===== src/rtl/bist_engine_param_if.sv =====
// BIST engine bus: TAP-side control/results plus
// the pattern/strobe/response path to the logic.
interface bist_engine_param_if #(
  parameter int X_WIDTH   = 4,
  parameter int Y_WIDTH   = 4,
  parameter int SIG_WIDTH = 16
);
  logic                 start;
  logic                 abort;
  logic [SIG_WIDTH-1:0] golden;
  logic [X_WIDTH-1:0]   BIST_to_logic_X;
  logic                 BIST_to_logic_clk;
  logic                 BIST_to_logic_res;
  logic [Y_WIDTH-1:0]   BIST_from_logic_Y;
  logic                 busy;
  logic                 done;
  logic                 pass;
  logic [SIG_WIDTH-1:0] signature;
  logic [15:0]          pat_cnt;

  modport master (
    input  start,
    input  abort,
    input  golden,
    input  BIST_from_logic_Y,
    output BIST_to_logic_X,
    output BIST_to_logic_clk,
    output BIST_to_logic_res,
    output busy,
    output done,
    output pass,
    output signature,
    output pat_cnt
  );

  modport slave (
    output start,
    output abort,
    output golden,
    output BIST_from_logic_Y,
    input  BIST_to_logic_X,
    input  BIST_to_logic_clk,
    input  BIST_to_logic_res,
    input  busy,
    input  done,
    input  pass,
    input  signature,
    input  pat_cnt
  );
endinterface


===== src/rtl/bist_engine_param.sv =====
// Parametrised BIST engine: LFSR patterns out,
// MISR compaction of responses, golden compare.
module bist_engine_param #(
  parameter int X_WIDTH    = 4,
  parameter int Y_WIDTH    = 4,
  parameter int SIG_WIDTH  = 16,
  parameter int PAT_COUNT  = 15,
  parameter int RST_CYCLES = 2,
  parameter logic [X_WIDTH-1:0]   LFSR_POLY = 4'b1100,
  parameter logic [X_WIDTH-1:0]   LFSR_SEED = 4'b0001,
  parameter logic [SIG_WIDTH-1:0] MISR_POLY = 16'h8016
) (
  input logic clk_50MHz,
  input logic BIST_res_n,
  bist_engine_param_if.master bus
);

  localparam int RW =
    (RST_CYCLES > 1) ? $clog2(RST_CYCLES) : 1;
  localparam logic [RW-1:0] RST_LAST =
    RW'(RST_CYCLES - 1);
  localparam logic [15:0] PAT_LAST =
    16'(PAT_COUNT - 1);
  localparam logic [X_WIDTH-1:0] SEED =
    (LFSR_SEED == '0) ? X_WIDTH'(1) : LFSR_SEED;

  typedef enum logic [2:0] {
    IDLE, RST, APPLY, CAPTURE, DONE
  } state_t;

  state_t               state;
  logic                 start_q;
  logic [RW-1:0]        rst_cnt;
  logic [X_WIDTH-1:0]   lfsr;
  logic [SIG_WIDTH-1:0] misr;
  logic [15:0]          pcnt;
  logic                 busy_r;
  logic                 done_r;
  logic                 pass_r;
  logic                 clk_r;
  logic                 res_r;

  logic                 start_rise;
  logic                 last_pat;
  logic [X_WIDTH-1:0]   lfsr_nxt;
  logic [SIG_WIDTH-1:0] misr_nxt;

  // Next LFSR/MISR values and run-control decodes
  always_comb begin
    start_rise = bus.start & ~start_q;
    last_pat   = (pcnt == PAT_LAST);
    lfsr_nxt   = X_WIDTH'({lfsr, ^(lfsr & LFSR_POLY)});
    misr_nxt   = SIG_WIDTH'({misr, ^(misr & MISR_POLY)})
               ^ SIG_WIDTH'(bus.BIST_from_logic_Y);
  end

  // Run sequencer with registered strobes and status
  always_ff @(posedge clk_50MHz or negedge BIST_res_n) begin
    if (!BIST_res_n) begin
      state   <= IDLE;
      start_q <= 1'b0;
      rst_cnt <= '0;
      lfsr    <= SEED;
      misr    <= '0;
      pcnt    <= '0;
      busy_r  <= 1'b0;
      done_r  <= 1'b0;
      pass_r  <= 1'b0;
      clk_r   <= 1'b0;
      res_r   <= 1'b0;
    end else begin
      start_q <= bus.start;
      unique case (state)
        IDLE, DONE: begin
          if (start_rise) begin
            lfsr    <= SEED;
            misr    <= '0;
            pcnt    <= '0;
            rst_cnt <= '0;
            done_r  <= 1'b0;
            pass_r  <= 1'b0;
            busy_r  <= 1'b1;
            res_r   <= 1'b1;
            state   <= RST;
          end
        end
        RST: begin
          if (bus.abort) begin
            state  <= IDLE;
            busy_r <= 1'b0;
            res_r  <= 1'b0;
            clk_r  <= 1'b0;
          end else begin
            rst_cnt <= rst_cnt + 1'b1;
            if (rst_cnt == RST_LAST) begin
              res_r <= 1'b0;
              clk_r <= 1'b1;
              state <= APPLY;
            end
          end
        end
        APPLY: begin
          if (bus.abort) begin
            state  <= IDLE;
            busy_r <= 1'b0;
            res_r  <= 1'b0;
            clk_r  <= 1'b0;
          end else begin
            clk_r <= 1'b0;
            state <= CAPTURE;
          end
        end
        CAPTURE: begin
          if (bus.abort) begin
            state  <= IDLE;
            busy_r <= 1'b0;
            res_r  <= 1'b0;
            clk_r  <= 1'b0;
          end else begin
            misr <= misr_nxt;
            lfsr <= lfsr_nxt;
            pcnt <= pcnt + 16'd1;
            if (last_pat) begin
              state  <= DONE;
              busy_r <= 1'b0;
              done_r <= 1'b1;
              pass_r <= (misr_nxt == bus.golden);
            end else begin
              clk_r <= 1'b1;
              state <= APPLY;
            end
          end
        end
        default: begin
          state  <= IDLE;
          busy_r <= 1'b0;
          res_r  <= 1'b0;
          clk_r  <= 1'b0;
        end
      endcase
    end
  end

  assign bus.BIST_to_logic_X   = lfsr;
  assign bus.BIST_to_logic_clk = clk_r;
  assign bus.BIST_to_logic_res = res_r;
  assign bus.busy              = busy_r;
  assign bus.done              = done_r;
  assign bus.pass              = pass_r;
  assign bus.signature         = misr;
  assign bus.pat_cnt           = pcnt;

endmodule


===== src/flat_wrapper.sv =====
// flat-port wrapper written by rule: the top's interface ports become plain ports
module bist_engine_param_flat 
#(
  parameter int X_WIDTH    = 4,
  parameter int Y_WIDTH    = 4,
  parameter int SIG_WIDTH  = 16,
  parameter int PAT_COUNT  = 15,
  parameter int RST_CYCLES = 2,
  parameter logic [X_WIDTH-1:0]   LFSR_POLY = 4'b1100,
  parameter logic [X_WIDTH-1:0]   LFSR_SEED = 4'b0001,
  parameter logic [SIG_WIDTH-1:0] MISR_POLY = 16'h8016
)
  (clk_50MHz, BIST_res_n, bus_start, bus_abort, bus_golden, bus_BIST_from_logic_Y, bus_BIST_to_logic_X, bus_BIST_to_logic_clk, bus_BIST_to_logic_res, bus_busy, bus_done, bus_pass, bus_signature, bus_pat_cnt);
  bist_engine_param_if #(.X_WIDTH(X_WIDTH), .Y_WIDTH(Y_WIDTH), .SIG_WIDTH(SIG_WIDTH)) bus_i ();
  input logic clk_50MHz;
  input logic BIST_res_n;
  input wire logic [$bits(bus_i.start)-1:0] bus_start;
  input wire logic [$bits(bus_i.abort)-1:0] bus_abort;
  input wire logic [$bits(bus_i.golden)-1:0] bus_golden;
  input wire logic [$bits(bus_i.BIST_from_logic_Y)-1:0] bus_BIST_from_logic_Y;
  output wire logic [$bits(bus_i.BIST_to_logic_X)-1:0] bus_BIST_to_logic_X;
  output wire logic [$bits(bus_i.BIST_to_logic_clk)-1:0] bus_BIST_to_logic_clk;
  output wire logic [$bits(bus_i.BIST_to_logic_res)-1:0] bus_BIST_to_logic_res;
  output wire logic [$bits(bus_i.busy)-1:0] bus_busy;
  output wire logic [$bits(bus_i.done)-1:0] bus_done;
  output wire logic [$bits(bus_i.pass)-1:0] bus_pass;
  output wire logic [$bits(bus_i.signature)-1:0] bus_signature;
  output wire logic [$bits(bus_i.pat_cnt)-1:0] bus_pat_cnt;
  assign bus_i.start = bus_start;
  assign bus_i.abort = bus_abort;
  assign bus_i.golden = bus_golden;
  assign bus_i.BIST_from_logic_Y = bus_BIST_from_logic_Y;
  assign bus_BIST_to_logic_X = bus_i.BIST_to_logic_X;
  assign bus_BIST_to_logic_clk = bus_i.BIST_to_logic_clk;
  assign bus_BIST_to_logic_res = bus_i.BIST_to_logic_res;
  assign bus_busy = bus_i.busy;
  assign bus_done = bus_i.done;
  assign bus_pass = bus_i.pass;
  assign bus_signature = bus_i.signature;
  assign bus_pat_cnt = bus_i.pat_cnt;
  bist_engine_param #(.X_WIDTH(X_WIDTH), .Y_WIDTH(Y_WIDTH), .SIG_WIDTH(SIG_WIDTH), .PAT_COUNT(PAT_COUNT), .RST_CYCLES(RST_CYCLES), .LFSR_POLY(LFSR_POLY), .LFSR_SEED(LFSR_SEED), .MISR_POLY(MISR_POLY)) u_core (.clk_50MHz(clk_50MHz), .BIST_res_n(BIST_res_n), .bus(bus_i));
endmodule

===== config.mk =====
export PLATFORM = sky130hd
export DESIGN_NAME = bist_engine_param_flat
export DESIGN_NICKNAME = d
export VERILOG_FILES = /design/src/rtl/bist_engine_param_if.sv /design/src/rtl/bist_engine_param.sv /design/src/flat_wrapper.sv
export SDC_FILE = /design/constraint.sdc
export NUM_CORES = 1
export LEC_CHECK = 0
export BUFFER_PORTS_ARGS = -buffer_cell sky130_fd_sc_hd__buf_2
export CELL_PAD_IN_SITES_DETAIL_PLACEMENT = 1
export CELL_PAD_IN_SITES_GLOBAL_PLACEMENT = 1
export CORE_MARGIN = 10
export CORE_UTILIZATION = 42
export DETAILED_ROUTE_END_ITERATION = 7
export PLACE_DENSITY = 0.9
export SKIP_LAST_GASP = 1
export SLEW_MARGIN = 20
export SYNTH_ARGS = -nofsm -noshare
export SYNTH_HDL_FRONTEND = slang
export SYNTH_SLANG_ARGS = --single-unit
export TNS_END_PERCENT = 100

===== constraint.sdc =====
create_clock -name clk_50MHz -period 2.7 [get_ports clk_50MHz]
set_input_delay 0.135 -clock clk_50MHz [delete_from_list [all_inputs] [get_ports clk_50MHz]]
set_output_delay 0.135 -clock clk_50MHz [all_outputs]
set_load 0.02 [all_outputs]

==> flow_metrics.tcl, run 1 <==
set metrics [dict create \
    cts_htree_levels 2 \
    synth.avg_cell_area_sq_um 10.5 \
    gr-total-overflow 0 \
    cp-start-kind "register" \
    design_area_sq_mm 0.00283 \
    timing.final.crit_share 0.834 \
    start_util 0.440 \
    synth_top_area_cell "dfrtp_1" \
    drtIter0Drc 99 \
    period_minus_slack_ns 2.25 \
    synth.distinct_cells 37 \
    cp_max_fo 26 \
    num_rows 26 \
    synth_area_sq_mm 0.00229 \
    total_leakage_power_nw 1.43 \
    ys_warn_count 0 \
    wl_per_cell_microns 19.4 \
    grt_pass1_wl_microns 11200 \
    die_w_microns 93.9 \
    drive_gt1_frac 0.273 \
    nFillCells 621 \
    globalplace.congestion 0.804 \
    via_per_inst 5.62 \
    synth_nets 244 \
    ant_nets 0 \
    use_met3 0.0536 \
    num_vias 2002 \
    ys.flop_type "dfrtp_1" \
    die_area_sq_mm 0.00881 \
    drc 0 \
    holdPathStages 3 \
    grt_pass1_vias 2162 \
    post-dp-hpwl_microns 5050 \
    area.growth.synth_to_final_pct 23.6 \
    clock_latency_ns 0.31 \
    maxCapViolCount 0 \
    numCtsBuffers 5 \
    hold_slack_ns 0.219 \
    setup_viol 0 \
    r2r_cells 4 \
    grt_usage 0.159 \
    synth_top_area_frac 0.492 \
    max_freq_mhz 444 \
    setup-tns-final_ns 0 \
    cts_tree "yes" \
    status "complete, no violations" \
    clk_root_buffer_cell "clkbuf_8" \
    antenna_cells 0 \
    grt-busiest-layer "met2" \
    synth-edff-count 0 \
    drtPass1Iterations 4 \
    cts_resized 0 \
    clockBufferDepth 2 \
    ys_top_cells_by_area "dfrtp_1, a22o_1, xnor2_1" \
    fp.coreArea_sq_mm 0.00520 \
    final_net_count 311 \
    power_density_mw_per_mm2 638 \
    arrival_ns 2.44 \
    end_kind "register" \
    totalWireLength_microns 6900 \
    grt_antenna_before_repair 0 \
    portBuffers 64 \
    path_clk_slew_ns 0.09 \
    fp.dieH_microns 93.9 \
    hp-class "in -> reg" \
    grt_max_degree 47 \
    clock-sinks 46 \
    worstMarginPinSlew_ns 0.999 \
    finClkSkew_ns 0.00792 \
    register_area_sq_mm 0.00115 \
    slew_headroom 0.333 \
    ys_seq_elements 46 \
    ys_seq_area_frac 0.503 \
    met1_usage 0.189 \
    multiInputGateArea_sq_mm 0.00108 \
    syn_inst 218 \
    finalMaxSlewViolations 0 \
    ios 65 \
    hold_viol 0 \
    async_flop_share 1.00 \
    rsz0062_at_grt "false" \
    crit_type "reg -> reg" \
    dpl_cell_area_sq_mm 0.00267 \
    cp.required_ns 2.89 \
    ir_drop_mv 0.414 \
    use_met2 0.262 \
]
[kinds of logic (layout without fill, tap and decap cells)]
logic type                 Yosys count  count (layout)  synth area share
AOI/OAI and AO/OA                   48              48             0.143
adders and majority gates            2               2            0.0109
xor gates and xnor gates            29              29             0.117
and+or+nand+nor                     75              75             0.169
DFF                                 46              46             0.503
buffers and inverters               11              79            0.0251
muxes                                7               7            0.0317
[cells in the final DEF, fill, tap and decap left out, drive strengths merged, types with 5 or more instances in the layout]
| master | instances |
|---|---|
| nand4 | 5 |
| xnor2 | 14 |
| nand3 | 14 |
| dfrtp | 45 |
| xor2 | 14 |
| a21oi | 5 |
| mux2i | 5 |
| clkbuf | 6 |
| o21ai | 16 |
| nor4 | 6 |
| nor2 | 18 |
| buf | 66 |
| a22o | 19 |
| nand2 | 19 |
[critical path, stage by stage (launching register included)]
cell and delay (ns):
dfrtp_1 0.51, and4bb_1 0.29, nor2_2 0.78, a21o_1 0.21, mux2_1 0.34
[synth_stat cells, types with 2 or more instances]
master / count
xnor2_1: 14
nor4_1: 6
a21oi_1: 5
buf_6: 2
mux2i_1: 5
inv_1: 3
nand2_1: 19
o22ai_1: 2
and3_1: 3
nand3_1: 14
xor2_1: 14
dfrtp_1: 45
a22o_1: 19
ha_1: 2
buf_1: 2
o21ai_0: 16
clkbuf_1: 3
nor2_1: 17
a31oi_1: 2
nand4_1: 5
nor3_1: 4
[sequential cells by signal (all words and copies together) (netlist names)]
register / flops
u_core.bus.done: 1
u_core.bus.pat_cnt: 16
u_core.state: 3
u_core.bus.busy: 1
u_core.bus.BIST_to_logic_res: 1
u_core.bus.BIST_to_logic_X: 4
u_core.bus.signature: 16
u_core.start_q: 1
u_core.rst_cnt: 1
u_core.bus.pass: 1
u_core.bus.BIST_to_logic_clk: 1
[metal layers]
layer,vias up,routed length (microns)
li1,918,-
met1,1033,2890
met2,46,3500
met3,5,428
met4,0,77
met5,-,0
[power breakdown]
part	switching (mW)	internal, mW
clock	0.241	0.395
combinational	0.220	0.133
sequential	0.0766	0.742
[per-stage QoR]
stage | worst slack [ns] | utilization | instances | total power [mW]
global route | 0.274 | 0.544 | 356 | 1.91
CTS | 0.437 | 0.542 | 355 | 1.82
detailed placement | 0.444 | 0.513 | 346 | 1.18
floorplan | 0.960 | - | 218 | 1.06
finish | 0.447 | 0.544 | 356 | 1.81
global placement | 0.533 | 0.513 | 346 | 1.16
[repair_timing]
item,in CTS,in global routing
buffers inserted,0,0
endpoints found under the hold margin,1,45
hold buffers,1,1
[path summary, 6_finish.rpt]
kind / slack [ns] / startpoint / to
max: 0.45 / u_core.state[0] / u_core.bus.pass
min: 0.22 / bus_BIST_from_logic_Y[3] / u_core.bus.signature[3]
max reg2reg: 0.45 / u_core.state[0] / u_core.bus.pass
min reg2reg: 0.51 / u_core.bus.pat_cnt[15] / u_core.bus.pat_cnt[15]
max in group asynchronous: 1.94 / BIST_res_n / u_core.bus.pat_cnt[6]
min in group asynchronous: 0.36 / BIST_res_n / u_core.bus.signature[5]
[layout make-up]
class | instances | share of cell area
Sequential cell | 46 | 0.407
Tap cell | 70 | 0.0309
Clock buffer | 6 | 0.0292
Multi-Input combinational cell | 161 | 0.382
Inverter | 3 | 0.00398
Timing Repair Buffer | 68 | 0.126
Clock inverter | 2 | 0.0212
(Power assumes the default switching activity.)
==> run 2: changes to the inputs <==
--- a/config.mk
+++ b/config.mk
@@ -9,9 +9,9 @@
 export CELL_PAD_IN_SITES_DETAIL_PLACEMENT = 1
 export CELL_PAD_IN_SITES_GLOBAL_PLACEMENT = 1
 export CORE_MARGIN = 10
-export CORE_UTILIZATION = 42
+export CORE_UTILIZATION = 39
 export DETAILED_ROUTE_END_ITERATION = 7
-export PLACE_DENSITY = 0.9
+export PLACE_DENSITY = 0.85
 export SKIP_LAST_GASP = 1
 export SLEW_MARGIN = 20
 export SYNTH_ARGS = -nofsm -noshare
==> constraint.sdc (replaced) <==
create_clock -name clk_50MHz -period 2.2 [get_ports clk_50MHz]
set_input_delay 0.11 -clock clk_50MHz [delete_from_list [all_inputs] [get_ports clk_50MHz]]
set_output_delay 0.11 -clock clk_50MHz [all_outputs]
set_load 0.02 [all_outputs]
==> flow_metrics.tcl, run 2 (synthesis results as in run 1) <==
set metrics [dict create \
    status "complete, no violations" \
    area.growth.synth_to_final_pct 24.0 \
    start_util 0.409 \
    antenna_cells 0 \
    clock-sinks 46 \
    fp.dieH_microns 96.6 \
    post-dp-hpwl_microns 5130 \
    max_freq_mhz 517 \
    final_common_cell "buf_2" \
    ir_drop_mv 0.416 \
    clk_root_buffer_cell "clkbuf_8" \
    grt_pass1_wl_microns 11200 \
    num_vias 2003 \
    die_w_microns 96.6 \
    hold_viol 0 \
    maxCapViolCount 0 \
    setup_viol 0 \
    grt_usage 0.143 \
    arrival_ns 2.12 \
    multiInputGateArea_sq_mm 0.00108 \
    end_kind "register" \
    cts_tree "yes" \
    period_minus_slack_ns 1.94 \
    ios 65 \
    cts_resized 0 \
    grt_antenna_before_repair 0 \
    num_rows 27 \
    timing.final.crit_share 0.880 \
    final_net_count 316 \
    clockBufferDepth 2 \
    drc 0 \
    power_density_mw_per_mm2 737 \
    globalplace.congestion 0.792 \
    fin_util 0.507 \
    numCtsBuffers 5 \
    worstMarginPinSlew_ns 0.505 \
    path_clk_slew_ns 0.09 \
    post-cts-setup-buffer-count 0 \
    register_area_sq_mm 0.00115 \
    crit_type "reg -> reg" \
    fp.coreArea_sq_mm 0.00561 \
    finalMaxSlewViolations 0 \
    setup.worst_path.start "u_core.bus.pat_cnt[0]" \
    portBuffers 64 \
    fin_cells 363 \
    die_area_sq_mm 0.00934 \
    final_cell_mix "buf_2, dfrtp_1, nand2_1, a22o_1, nor2_1" \
    via_per_inst 5.52 \
    cts_htree_levels 2 \
    finClkSkew_ns 0.0113 \
    ant_nets 0 \
    wl_per_cell_microns 18.7 \
    drtPass1Iterations 4 \
    gr-total-overflow 0 \
    total_leakage_power_nw 1.43 \
    clock_latency_ns 0.31 \
    rsz0062_at_grt "false" \
    cp-start-kind "register" \
    dp_cells 353 \
    reg2reg_from "u_core.bus.pat_cnt[0]" \
    setup_slack_ns 0.264 \
    hp-class "in -> async" \
    slew_headroom 0.662 \
    nFillCells 665 \
    drtIter0Drc 79 \
    cp_max_fo 6 \
    grt_max_degree 27 \
    place_ws_ns 0.294 \
    totalWireLength_microns 6770 \
    drive_gt1_frac 0.285 \
    hold_slack_ns 0.115 \
    setup-tns-final_ns 0 \
    cp.required_ns 2.39 \
    grt_pass1_vias 2041 \
]
## run 2: cell count changes in the layout (fill, tap and decap cells not counted)
cell,before,now
buf_4,3,7
bufinv_16,2,1
clkbuf_8,6,5
clkinvlp_4,0,2
buf_2,63,64
## run 2: path summary, 6_finish.rpt
check / depth (start not counted) / slack (ns) / end
max in group asynchronous: 3 / 1.54 / u_core.bus.BIST_to_logic_X[0]
worst max register to register: 6 / 0.26 / u_core.bus.pass
min in group clk_50MHz: 3 / 0.19 / u_core.bus.signature[3]
worst min-delay path: 2 / 0.12 / u_core.bus.signature[11]
worst max-delay path: 6 / 0.26 / u_core.bus.pass
worst min register to register: 1 / 0.50 / u_core.bus.pat_cnt[15]
## run 2: per-stage QoR
step | instance area, sq um | power (mW)
CTS | 2840 | 2.12
finish | 2840 | 2.10
detailed placement | 2710 | 1.47
global placement | 2710 | 1.45
floorplan | 2290 | 1.30
global route | 2840 | 2.22
## run 2: repair_timing
item	4_1_cts	5_1_grt
endpoints found under the hold margin	46	0
hold buffers	2	0
endpoints found under the setup margin	0	0
## run 2: final cells by class
class,instances,share of cell area
multi-input combinational,161,0.380
clock inverter,3,0.0159
sequential,46,0.406
timing repair buffer,73,0.138
clock buffer,5,0.0242
inverter,3,0.00396
tap,72,0.0317
## run 2: critical path, stage by stage, from the launching register on
cell     delay [ns]
dfrtp_1        0.45
inv_1          0.13
ha_1           0.16
nor4b_1        0.23
nand4_1        0.25
a21o_1         0.26
mux2_1         0.33
## run 2: layer usage
| metal | wire (microns) | share of wire | GRT usage |
|---|---|---|---|
| met1 | 2900 | 0.43 | 0.179 |
| met2 | 3400 | 0.50 | 0.231 |
| met5 | 0 | 0 | 0 |
| met4 | 130 | 0.019 | 0.0485 |
| met3 | 333 | 0.049 | 0.0383 |
## run 2: report_power, final
| group | switching (mW) | total [mW] | internal (mW) |
|---|---|---|---|
| combinational | 0.278 | 0.452 | 0.174 |
| clock | 0.300 | 0.638 | 0.338 |
| sequential | 0.0955 | 1.01 | 0.910 |
| total | 0.673 | 2.10 | 1.42 |
==> run 3: changes to the inputs <==
--- a/config.mk
+++ b/config.mk
@@ -9,9 +9,11 @@
 export CELL_PAD_IN_SITES_DETAIL_PLACEMENT = 1
 export CELL_PAD_IN_SITES_GLOBAL_PLACEMENT = 1
 export CORE_MARGIN = 10
-export CORE_UTILIZATION = 39
+export CORE_UTILIZATION = 35
+export CTS_CLUSTER_SIZE = 25
 export DETAILED_ROUTE_END_ITERATION = 7
-export PLACE_DENSITY = 0.85
+export MAX_ROUTING_LAYER = met4
+export PLACE_DENSITY = 0.8
 export SKIP_LAST_GASP = 1
 export SLEW_MARGIN = 20
 export SYNTH_ARGS = -nofsm -noshare
==> constraint.sdc (replaced) <==
create_clock -name clk_50MHz -period 1.6 [get_ports clk_50MHz]
set_input_delay 0.08 -clock clk_50MHz [delete_from_list [all_inputs] [get_ports clk_50MHz]]
set_output_delay 0.08 -clock clk_50MHz [all_outputs]
set_load 0.02 [all_outputs]
==> flow_metrics.tcl, run 3 (synthesis results as in run 1) <==
set metrics [dict create \
    ir_drop_mv 0.589 \
    worstMarginPinSlew_ns 0.593 \
    cpPeakStageDelay_ns 0.44 \
    rsz0062_at_grt "true" \
    cp_slowest_cell "xnor3_1" \
    start_util 0.361 \
    grt_pass1_vias 2423 \
    fp.coreArea_sq_mm 0.00635 \
    num_rows 29 \
    period_minus_slack_ns 1.64 \
    cp-start-kind "register" \
    numCtsBuffers 5 \
    status "complete, but fails checks" \
    ios 65 \
    fin_cells 408 \
    power_density_mw_per_mm2 1000 \
    hp-class "in -> reg" \
    hold_viol 0 \
    final_common_cell "buf_2" \
    reg2reg_from "u_core.bus.signature[1]" \
    timing.final.crit_share 1.02 \
    crit_buf_inv 0 \
    setup.worst_path.start "u_core.bus.signature[1]" \
    fp.dieH_microns 101 \
    ant_nets 0 \
    final_cell_mix "buf_2, buf_4, dfrtp_1" \
    cp_num_cells 5 \
    dp_cells 389 \
    grt_max_degree 26 \
    r2r_cells 5 \
    clockBufferDepth 2 \
    comb_power_share 0.259 \
    grt_pass1_wl_microns 12800 \
    via_per_inst 5.34 \
    cellInternalPower_mw 2.30 \
    register_area_sq_mm 0.00116 \
    portBuffers 64 \
    grt_usage 0.163 \
    maxCapViolCount 0 \
    die_w_microns 101 \
    final_net_count 356 \
    met3_length_microns 419 \
    swShare 0.307 \
    drtPass1Iterations 4 \
    cp_max_fo 2 \
    area.growth.synth_to_final_pct 44.5 \
    finClkSkew_ns 0.00994 \
    drc 0 \
    totalWireLength_microns 7990 \
    antenna_cells 0 \
    num_vias 2179 \
    crit_chain "xnor3_1 > xnor2_2 > xnor2_1 > nor4_2 > mux2_4" \
    grt_antenna_before_repair 0 \
    worstHoldStart "bus_BIST_from_logic_Y[3]" \
    die_area_sq_mm 0.0102 \
    holdPathStages 3 \
    sequentialPowerShare 0.409 \
    crit_type "reg -> reg" \
    clk_root_buffer_cell "clkbuf_8" \
    hold_slack_ns 0.151 \
    violations "setup timing" \
    cts_htree_levels 2 \
    switchingPower_mw 1.02 \
    cp.required_ns 1.80 \
    setup_viol 2 \
    top_layer "met4" \
    gr-total-overflow 0 \
    clock_latency_ns 0.32 \
    power_frac_clock 0.332 \
    cts_tree "yes" \
    wl_per_cell_microns 19.6 \
    cp_top_family "XOR/XNOR gates" \
    drtIter0Drc 82 \
    finalMaxSlewViolations 0 \
    path_clk_slew_ns 0.09 \
    multiInputGateArea_sq_mm 0.00120 \
    wl_met2_microns 4080 \
    slew_headroom 0.605 \
    setup_slack_ns -0.0355 \
    drive_gt1_frac 0.435 \
    post-dp-hpwl_microns 5860 \
    wl_met1_microns 3390 \
    end_kind "register" \
    place_ws_ns -0.0711 \
    clock-sinks 46 \
    globalplace.congestion 0.837 \
    total_leakage_power_nw 1.69 \
    max_freq_mhz 611 \
    arrival_ns 1.83 \
    nFillCells 712 \
]
==> run 3: cell types whose count changed in the layout (fill, tap and decap cells not counted), sizes merged <==
| cell | delta |
|---|---|
| buf | +40 |
| clkinvlp | -2 |
| bufinv | +1 |
| clkbuf | +1 |
==> run 3: worst paths after layout <==
kind                                                      end  slack (ns)
worst max-delay path                          u_core.bus.pass       -0.04
worst min-delay path                  u_core.bus.signature[3]        0.15
worst max register to register                u_core.bus.pass       -0.04
worst min register to register  u_core.bus.BIST_to_logic_X[0]        0.52
max in group asynchronous                     u_core.state[0]        0.69
min in group asynchronous              u_core.bus.pat_cnt[10]        0.29
==> run 3: worst register-to-register path: cells and delay by family (launching register included) <==
kind	cells	cell delay, ns
xor+xnor	3	0.82
flops	1	0.38
mux	1	0.27
simple gates	1	0.06
==> run 3: repair_timing <==
action | CTS | global route
endpoints found under the hold margin | 23 | 0
setup endpoints to repair | 6 | 20
gates resized for setup | 6 | 18
buffers inserted | 5 | 4
hold buffers | 2 | 0
gates cloned | 0 | 0
pin swaps | 8 | 9
==> run 3: power by group through the flow <==
| stage | Sequential, mW | Combinational (mW) | Clock [mW] |
|---|---|---|---|
| 2_1_floorplan | 1.43 | 0.370 | 0 |
| 3_3_place_gp | 1.37 | 0.725 | 0 |
| 3_5_place_dp | 1.38 | 0.766 | 0 |
| 4_1_cts | 1.35 | 0.816 | 1.12 |
| 5_1_grt | 1.37 | 0.947 | 1.17 |
| 6_report | 1.36 | 0.858 | 1.10 |
==> run 3: stage by stage <==
stage | utilization | TNS, ns | cell area [sq um] | total power [mW]
2_1_floorplan | - | -0.0907 | 2320 | 1.80
3_3_place_gp | 0.468 | 0 | 2970 | 2.09
3_5_place_dp | 0.468 | -0.215 | 2970 | 2.15
4_1_cts | 0.505 | -0.0287 | 3200 | 3.29
5_1_grt | 0.521 | -0.419 | 3310 | 3.49
6_report | 0.521 | -0.0654 | 3310 | 3.32
==> run 3: per-layer routing <==
| metal | up-vias | track usage |
|---|---|---|
| li1 | 1009 | - |
| met1 | 1106 | 0.190 |
| met2 | 55 | 0.269 |
| met3 | 9 | 0.0446 |
| met4 | 0 | 0.0450 |
| met5 | - | - |
==> run 3: cell type report <==
cell class | count | area share
Clock buffer | 6 | 0.0250
Clock inverter | 2 | 0.0181
Inverter | 3 | 0.00340
Multi-Input combinational cell | 161 | 0.362
Sequential cell | 46 | 0.350
Tap cell | 77 | 0.0291
Timing Repair Buffer | 113 | 0.213
